--- src/rtl/muldiv_hilo_ctrl.sv ---
// -----------------------------------------------------------------------------
// muldiv_hilo_ctrl
//   Sequencing controller for the iterative multiplier and divider, and owner
//   of the architectural HI/LO registers. Decoded HI/LO-class ops arrive from
//   execute. MULT/DIV launch the matching unit and commit its result to HI/LO.
//   MTHI/MTLO write HI/LO. MFHI/MFLO read HI/LO. The issuing stage is stalled
//   only while an operation is in flight. Flush and a watchdog abort the
//   in-flight operation.
//
// Ports
//   clk, reset_n            clock, asynchronous active-low reset
//   op_valid, op, flush     op request from execute (op encoding below)
//   srca, srcb              rs / rt operand values
//   stall                   combinational hold for the issuing stage
//   rdata                   HI for op=110, LO for op=111, otherwise 0
//   mul_start, mul_sign     launch pulse and signedness for the multiplier
//   div_start, div_sign     launch pulse and signedness for the divider
//   opa, opb                latched operands, stable while busy
//   mul_done/hi/lo          multiplier result return
//   div_done/hi/lo          divider result return (hi=remainder, lo=quotient)
//   busy                    an operation is in flight
//   div0                    one-cycle pulse, divide by zero accepted
//   timeout_err             one-cycle pulse, watchdog abort
//   dbg_state               current FSM state, for observation only
//
// Handshake: an op is taken on a rising edge where op_valid=1, flush=0 and
//   stall=0. stall depends only on op_valid, flush and the registered state,
//   so the issuing stage may hold op_valid/op/srca/srcb steady until the
//   edge at which stall is low.
//
// op encoding: 000 MULT, 001 MULTU, 010 DIV, 011 DIVU,
//              100 MTHI, 101 MTLO, 110 MFHI, 111 MFLO
// -----------------------------------------------------------------------------
module muldiv_hilo_ctrl #(
   parameter int WIDTH          = 32,
   parameter int TIMEOUT_CYCLES = 64,
   parameter int CNT_W          = 7
) (
   input  logic             clk,
   input  logic             reset_n,
   input  logic             op_valid,
   input  logic [2:0]       op,
   input  logic             flush,
   input  logic [WIDTH-1:0] srca,
   input  logic [WIDTH-1:0] srcb,
   output logic             stall,
   output logic [WIDTH-1:0] rdata,
   output logic             mul_start,
   output logic             mul_sign,
   output logic             div_start,
   output logic             div_sign,
   output logic [WIDTH-1:0] opa,
   output logic [WIDTH-1:0] opb,
   input  logic             mul_done,
   input  logic [WIDTH-1:0] mul_hi,
   input  logic [WIDTH-1:0] mul_lo,
   input  logic             div_done,
   input  logic [WIDTH-1:0] div_hi,
   input  logic [WIDTH-1:0] div_lo,
   output logic             busy,
   output logic             div0,
   output logic             timeout_err,
   output logic [1:0]       dbg_state
);

   typedef enum logic [1:0] {
      ST_IDLE     = 2'd0,
      ST_MUL_BUSY = 2'd1,
      ST_DIV_BUSY = 2'd2
   } state_t;

   // Abort on the busy cycle whose increment would make the count reach
   // TIMEOUT_CYCLES, so exactly TIMEOUT_CYCLES busy cycles are spent.
   localparam logic [CNT_W-1:0] WD_LAST = CNT_W'(TIMEOUT_CYCLES - 1);

   state_t             state_q, state_d;
   logic [WIDTH-1:0]   hi_q, hi_d;
   logic [WIDTH-1:0]   lo_q, lo_d;
   logic [WIDTH-1:0]   opa_q, opa_d;
   logic [WIDTH-1:0]   opb_q, opb_d;
   logic               mul_sign_q, mul_sign_d;
   logic               div_sign_q, div_sign_d;
   logic               mul_start_q, mul_start_d;
   logic               div_start_q, div_start_d;
   logic               div0_q, div0_d;
   logic               timeout_q, timeout_d;
   logic [CNT_W-1:0]   wd_cnt_q, wd_cnt_d;

   logic               is_idle;
   logic               accept;
   logic               unit_done;
   logic [WIDTH-1:0]   unit_hi;
   logic [WIDTH-1:0]   unit_lo;

   // Combinational outputs and request qualification.
   always_comb begin
      is_idle = (state_q == ST_IDLE);
      stall   = op_valid & ~flush & ~is_idle;
      accept  = op_valid & ~flush & ~stall;
      busy    = ~is_idle;
      rdata   = '0;
      if (op == 3'b110) rdata = hi_q;
      else if (op == 3'b111) rdata = lo_q;
   end

   // Only the unit that was launched may complete the operation.
   always_comb begin
      unit_done = 1'b0;
      unit_hi   = mul_hi;
      unit_lo   = mul_lo;
      if (state_q == ST_MUL_BUSY) begin
         unit_done = mul_done;
      end else if (state_q == ST_DIV_BUSY) begin
         unit_done = div_done;
         unit_hi   = div_hi;
         unit_lo   = div_lo;
      end
   end

   always_comb begin
      state_d     = state_q;
      hi_d        = hi_q;
      lo_d        = lo_q;
      opa_d       = opa_q;
      opb_d       = opb_q;
      mul_sign_d  = mul_sign_q;
      div_sign_d  = div_sign_q;
      mul_start_d = 1'b0;
      div_start_d = 1'b0;
      div0_d      = 1'b0;
      timeout_d   = 1'b0;
      wd_cnt_d    = wd_cnt_q;

      case (state_q)
         ST_IDLE: begin
            if (accept) begin
               case (op)
                  3'b000, 3'b001: begin
                     opa_d       = srca;
                     opb_d       = srcb;
                     mul_sign_d  = ~op[0];
                     mul_start_d = 1'b1;
                     wd_cnt_d    = '0;
                     state_d     = ST_MUL_BUSY;
                  end
                  3'b010, 3'b011: begin
                     // Divide by zero never reaches the divider.
                     if (srcb == '0) begin
                        div0_d = 1'b1;
                     end else begin
                        opa_d       = srca;
                        opb_d       = srcb;
                        div_sign_d  = ~op[0];
                        div_start_d = 1'b1;
                        wd_cnt_d    = '0;
                        state_d     = ST_DIV_BUSY;
                     end
                  end
                  3'b100:  hi_d = srca;
                  3'b101:  lo_d = srca;
                  default: ;
               endcase
            end
         end
         ST_MUL_BUSY, ST_DIV_BUSY: begin
            wd_cnt_d = wd_cnt_q + CNT_W'(1);
            // Priority: flush, then done, then watchdog.
            if (flush) begin
               state_d = ST_IDLE;
            end else if (unit_done) begin
               hi_d    = unit_hi;
               lo_d    = unit_lo;
               state_d = ST_IDLE;
            end else if (wd_cnt_q == WD_LAST) begin
               timeout_d = 1'b1;
               state_d   = ST_IDLE;
            end
         end
         default: state_d = ST_IDLE;
      endcase
   end

   always_ff @(posedge clk or negedge reset_n) begin
      if (!reset_n) begin
         state_q     <= ST_IDLE;
         hi_q        <= '0;
         lo_q        <= '0;
         opa_q       <= '0;
         opb_q       <= '0;
         mul_sign_q  <= 1'b0;
         div_sign_q  <= 1'b0;
         mul_start_q <= 1'b0;
         div_start_q <= 1'b0;
         div0_q      <= 1'b0;
         timeout_q   <= 1'b0;
         wd_cnt_q    <= '0;
      end else begin
         state_q     <= state_d;
         hi_q        <= hi_d;
         lo_q        <= lo_d;
         opa_q       <= opa_d;
         opb_q       <= opb_d;
         mul_sign_q  <= mul_sign_d;
         div_sign_q  <= div_sign_d;
         mul_start_q <= mul_start_d;
         div_start_q <= div_start_d;
         div0_q      <= div0_d;
         timeout_q   <= timeout_d;
         wd_cnt_q    <= wd_cnt_d;
      end
   end

   assign mul_start   = mul_start_q;
   assign mul_sign    = mul_sign_q;
   assign div_start   = div_start_q;
   assign div_sign    = div_sign_q;
   assign opa         = opa_q;
   assign opb         = opb_q;
   assign div0        = div0_q;
   assign timeout_err = timeout_q;
   assign dbg_state   = state_q;

endmodule

--- config.mk ---
export PLATFORM = sky130hd
export DESIGN_NAME = muldiv_hilo_ctrl
export DESIGN_NICKNAME = d
export VERILOG_FILES = /design/src/rtl/muldiv_hilo_ctrl.sv
export SDC_FILE = /design/constraint.sdc
export NUM_CORES = 1
export LEC_CHECK = 0
export CELL_PAD_IN_SITES_DETAIL_PLACEMENT = 0
export CELL_PAD_IN_SITES_GLOBAL_PLACEMENT = 2
export CORE_MARGIN = 5
export CORE_UTILIZATION = 26
export DETAILED_ROUTE_END_ITERATION = 10
export GPL_TIMING_DRIVEN = 0
export PLACE_DENSITY_LB_ADDON = 0.1
export SLEW_MARGIN = 30
export SYNTH_ARGS = -nofsm -noshare
export SYNTH_HDL_FRONTEND = slang
export SYNTH_SLANG_ARGS = --single-unit
--- constraint.sdc ---
create_clock -name clk -period 2.4 [get_ports clk]
set_clock_uncertainty 0.1 [all_clocks]
set_input_delay 0.48 -clock clk [delete_from_list [all_inputs] [get_ports clk]]
set_output_delay 0.48 -clock clk [all_outputs]
set_load 0.01 [all_outputs]
Yosys cells after proc, flatten, opt, wreduce, memory -nomap -nowiden
Index checks and enable logic that the tools add are counted.
Storage, ports and cells
  register bits after elaboration: 143
  input bits: 201
  output and inout port bits: 106
  word-level logic and storage cells: 103
Operators by class
  add/subtract/negate cells: 1
  equal/unequal tests: 19
  mux-type cells: 48
  bitwise gates (word level): 8
  reduce and logical (&&, ||, !) cells: 15
Operators by type and width (count)
  32-bit two-way mux: 16
  32-bit case mux with 2 select lines: 4
  32-bit zero test: 1
  7-bit case mux with 2 select lines: 2
  1-bit two-way mux: 17
  4-bit AND reduction: 4
  7-bit two-way mux: 2
  3-bit == test (second input constant): 4
  2-bit two-way mux: 5
  5-bit AND reduction: 2
  2-bit case mux with 2 select lines: 2
  7-bit by 1-bit adder with 7-bit output (second input constant): 1
  7-bit by 6-bit == test with 1-bit output (second input constant): 1
  3-bit by 2-bit == test with 1-bit output (second input constant): 2
  2-bit by 1-bit != test with 1-bit output (second input constant): 3
  2-bit != test (second input constant): 3
  2-bit OR reduction: 3
  1-bit inverter: 5
  4-bit != test (second input constant): 1
  2-bit nonzero test: 2
  1-bit AND: 3
  3-bit by 1-bit == test with 1-bit output (second input constant): 1
  3-bit zero test: 1
  3-bit by 1-bit != test with 1-bit output (second input constant): 1
  5 further kinds: 5

Longest topological paths before layout
  depth in word-level cells: 7
  gate-level depth with buffers: 8
  depth with buffers taken out: 7

Least setup slack after synthesis
OpenSTA, ideal clock, no wires.
  path kind: register -> register
  start: reg state_q[0], in the netlist dbg_state[0]
  end: reg hi_q[23]
  library setup time: 0.128 ns
  arrival: 1.929 ns
  slack: 0.244 ns
  stages on the path, launching flop included: 8
  buffers on the path: 3
  clock period less this slack: 2.156 ns
  cells stage by stage: dfrtp_1 inv_1 ha_1 buf_2 buf_1 buf_1 a31oi_1 mux2_1
Between the ends
  longest elaborated chain between the ends: 7
Ends and longest elaborated chain
  start, declared: line 76  | state_t state_q, state_d;
  start signal, assigned: line 198  | state_q <= state_d;
  parallel branches: the longest is 7 deep, another holds 32-bit two-way mux
  end signal, assigned: line 199  | hi_q <= hi_d;
  end, declared: line 77  | logic [WIDTH-1:0] hi_q, hi_d;
Parallel ways; which one is timed is not known. The select of a mux whose other input is x is not followed.
A chain may end at the register's enable or synchronous reset.

Worst setup path after layout
  start: in srcb[25]
  end: reg opa_q[30], in the netlist opa[30]
Between the ends
  longest elaborated chain between the ends: 3
Ends and longest elaborated chain
  start, declared: line 45  | input logic [WIDTH-1:0] srcb,
  32-bit zero test: line 148  | if (srcb == '0) begin
  2-bit != test (no source line)
  4-bit AND reduction (no source line)
  end signal, assigned: line 201  | opa_q <= opa_d;
  end, declared: line 79  | logic [WIDTH-1:0] opa_q, opa_d;
No other way between the ends.

==> run summary <==
Layout cell share with drive strength beyond 1: 23.5%
Count of state elements after synthesis: 143
CTS tree: yes
Estimated wirelength of the detail-placed design: 22.4 mm
Cell type with the largest total area after synthesis: sky130_fd_sc_hd__dfrtp_1
Post-synth top area share: 47.8%
DP Area: 0.0111 sq mm
Final setup TNS: 0 ns
Overall power after layout: 15.0 mW
Die Footprint: 0.0323 sq mm
Setup ws final: 0.0529 ns
Number of slew-limit violations in the final report: 0
Capturing element type of the critical path: register
Total DRC errors in the routed layout: 0
Clock root buffer master: sky130_fd_sc_hd__clkbuf_16
Worst Path Class, Setup: input pin to register
Required time worst endpoint: 2.61 ns
Max IR drop VDD: 0.374 mV
Dominant register cell in the synthesized netlist: sky130_fd_sc_hd__dfrtp_1
Detailed Route Iter0 Violations: 228
Instance count after placement with tap cells included: 1358
Top area cells in the synthesized netlist: sky130_fd_sc_hd__dfrtp_1 (48%), sky130_fd_sc_hd__mux2_4 (12%), sky130_fd_sc_hd__mux2_2 (9.3%), sky130_fd_sc_hd__nand2_1 (6.7%), sky130_fd_sc_hd__a31oi_1 (5.3%)
Async set-reset flop share out of synthesis: 100%
Startpoint type of the worst setup path: input pin
Router iterations before antenna repair: 5
Worst setup slack before clock tree synthesis: -1.27 ns
Number of clock sinks: 143
R2R Setup Slk: 0.09 ns
Area growth, synth to finish: 60.5%
Aggregate global routing overflow: 0
Endpoint of the most critical register-to-register path: lo_q[30]
Distinct cells, synth: 45
Final worst-path cycle share: 97.8%
Wire length reported by the detailed router: 30.1 mm
Post-DR vias/cell: 4.66
Max-cap violations: 0
Endpoints failing setup: 0
EDFF count, synth: 0
Number of vias in the routed layout: 6534
Number of clock buffers inserted by TritonCTS: 17
CTS HTree Levels: 4
Syn_nets: 874
Number of buffers on the longest clock path: 2
Number of buffer cells added on primary ports: 305
Path type of the worst min-delay path: input pin to register
Starting Density: 26.2%
Combined area of all synthesized cells: 0.00749 sq mm
Relative slew slack: 63.0%
Worst EP arrival: 2.56 ns
Hold path startpoint: op[1]
Die outline width: 180 microns
Post-route worst hold slack: 0.218 ns
Static leakage: 5.34 nW
Utilization after layout: 42.1%
Area of the core region: 0.0285 sq mm
IO Pins: 307
Summed area of non-filler cells in the final layout: 0.0120 sq mm
Wire length of the first global-routing pass: 45.0 mm
Vias in the first global route: 7123
Slew at the pin closest to its max-slew limit: 0.556 ns
Sequential cell area: 0.00358 sq mm
Largest net degree at the start of global routing: 77
Post-route antenna net violation count: 0
Outcome: complete, no violations
Std-Cell Rows: 62
Critical Path Fanout Max: 10
Commonest cells post-synth: sky130_fd_sc_hd__dfrtp_1 (143), sky130_fd_sc_hd__nand2_1 (133), sky130_fd_sc_hd__a31oi_1 (64)
Warning count from the yosys run: 0
Clk Latency, worst-skew pair: 0.43 ns
Average footprint of a synthesized cell: 11.2 sq um
Antenna cell count: 0
Final Hold Vio Count: 0
Period minus WS final: 2.35 ns
Hold Path Depth: 2
Net count of the finished layout: 1211
Worst-case hold path end point: mul_start
Power density of the placed cells: 1250 mW/mm^2
Final-layout fill cell count: 2839
Overall track demand over capacity in global routing: 18.1%
Top-count cell post-synth: sky130_fd_sc_hd__dfrtp_1
Antenna violations before repair: 1
Routability Congestion: 0.752
CTS clk-pin slew, worst paths: 0.07 ns
Maximum clock frequency: 426 MHz
Overall die height: 180 microns
Final std cells w/o fill: 1402
Synthesized netlist cell count: 668
Sequential-to-total area share from yosys stat: 47.8%
Mean routed wirelength per cell: 21.4 microns
Area of the multi-input gates: 0.00365 sq mm
Register-to-Register Path Depth: 9
Reg-to-reg critical path startpoint: dbg_state[1]
## layer usage
metal	GRT usage, %	wire length (microns)	vias up
met2	29.4	14200	206
met5	0	7	-
li1	-	-	3093
met4	4.18	393	2
met3	6.39	2000	24
met1	23.2	13500	3209
## sequential cells by signal (all words and copies together), names as in the netlist
| name | cells |
|---|---|
| hi_q | 32 |
| mul_sign | 1 |
| dbg_state | 2 |
| div0 | 1 |
| lo_q | 32 |
| div_start | 1 |
| wd_cnt_q | 7 |
| opb | 32 |
| mul_start | 1 |
| div_sign | 1 |
| timeout_err | 1 |
| opa | 32 |
## kinds of logic (layout without fill, tap and decap cells)
| family | after synthesis | count (layout) | synth area share [%] |
|---|---|---|---|
| flops | 143 | 143 | 47.8 |
| compound gates | 122 | 122 | 12.2 |
| buf+inv | 53 | 403 | 4.33 |
| simple gates | 214 | 214 | 12.2 |
| mux | 131 | 131 | 22.7 |
| fa+ha+maj | 5 | 5 | 0.835 |
## cells in the final DEF (no fill, tap or decap), drive strengths merged, types with 2 or more instances in the layout
cell type,instances
clkdlybuf4s50,268
clkbuf,48
nand4,2
and3,3
nor3,2
dlymetal6s2s,2
mux2i,3
nand2b,8
dfrtp,143
nand3b,2
inv,13
dlygate4sd2,32
a31oi,64
a21o,3
clkinv,5
a22o,32
buf,32
o21ai,7
nand2,133
clkinvlp,2
nor4,9
ha,5
mux2,128
nand3,14
nor2,36
nor3b,2
o31ai,2
o311ai,4
## power by group
group,switching [mW],internal [mW],total (mW),leakage [nW]
logic,3.95,4.09,8.04,3.33
clock network,1.30,1.40,2.71,0.286
registers,0.626,3.60,4.23,1.72
## final cells by class
class	instances	share of cell area [%]
well taps	384	4.00
clock buffers	17	3.54
repair buffers	320	26.6
flip-flops and latches	143	29.8
multi-input cells	472	30.4
inverters	5	0.177
plain buffers	46	4.17
clock inverters	15	1.40
## repair_timing
action,CTS,global route
cloned,1,2
hold buffers,1,0
resized for setup,102,46
pin swaps,4,2
buffers inserted,6,4
hold endpoints to repair,67,0
endpoints found under the setup margin,158,131
## critical path, cell delays in order
cell	delay (ns)
sky130_fd_sc_hd__clkdlybuf4s50_1	0.43
sky130_fd_sc_hd__nor4_1	0.36
sky130_fd_sc_hd__nand4_1	0.15
sky130_fd_sc_hd__buf_4	0.18
sky130_fd_sc_hd__nor2_4	0.15
sky130_fd_sc_hd__a21o_4	0.15
sky130_fd_sc_hd__buf_12	0.17
sky130_fd_sc_hd__buf_12	0.18
sky130_fd_sc_hd__mux2_4	0.31
## worst max path at each step
stage	start	end	slack [ns]	depth (start not counted)
after floorplan	dbg_state[0]	hi_q[23]	0.24	7
after global placement	reset_n	lo_q[13]	-5.80	1
after detailed placement	op[2]	rdata[25]	-1.27	6
after CTS	op[0]	rdata[31]	0.0009	5
after global routing	dbg_state[0]	hi_q[3]	-0.007	9
final	srcb[25]	opa[30]	0.05	9
Note: power is estimated with default switching activity, not from simulation.
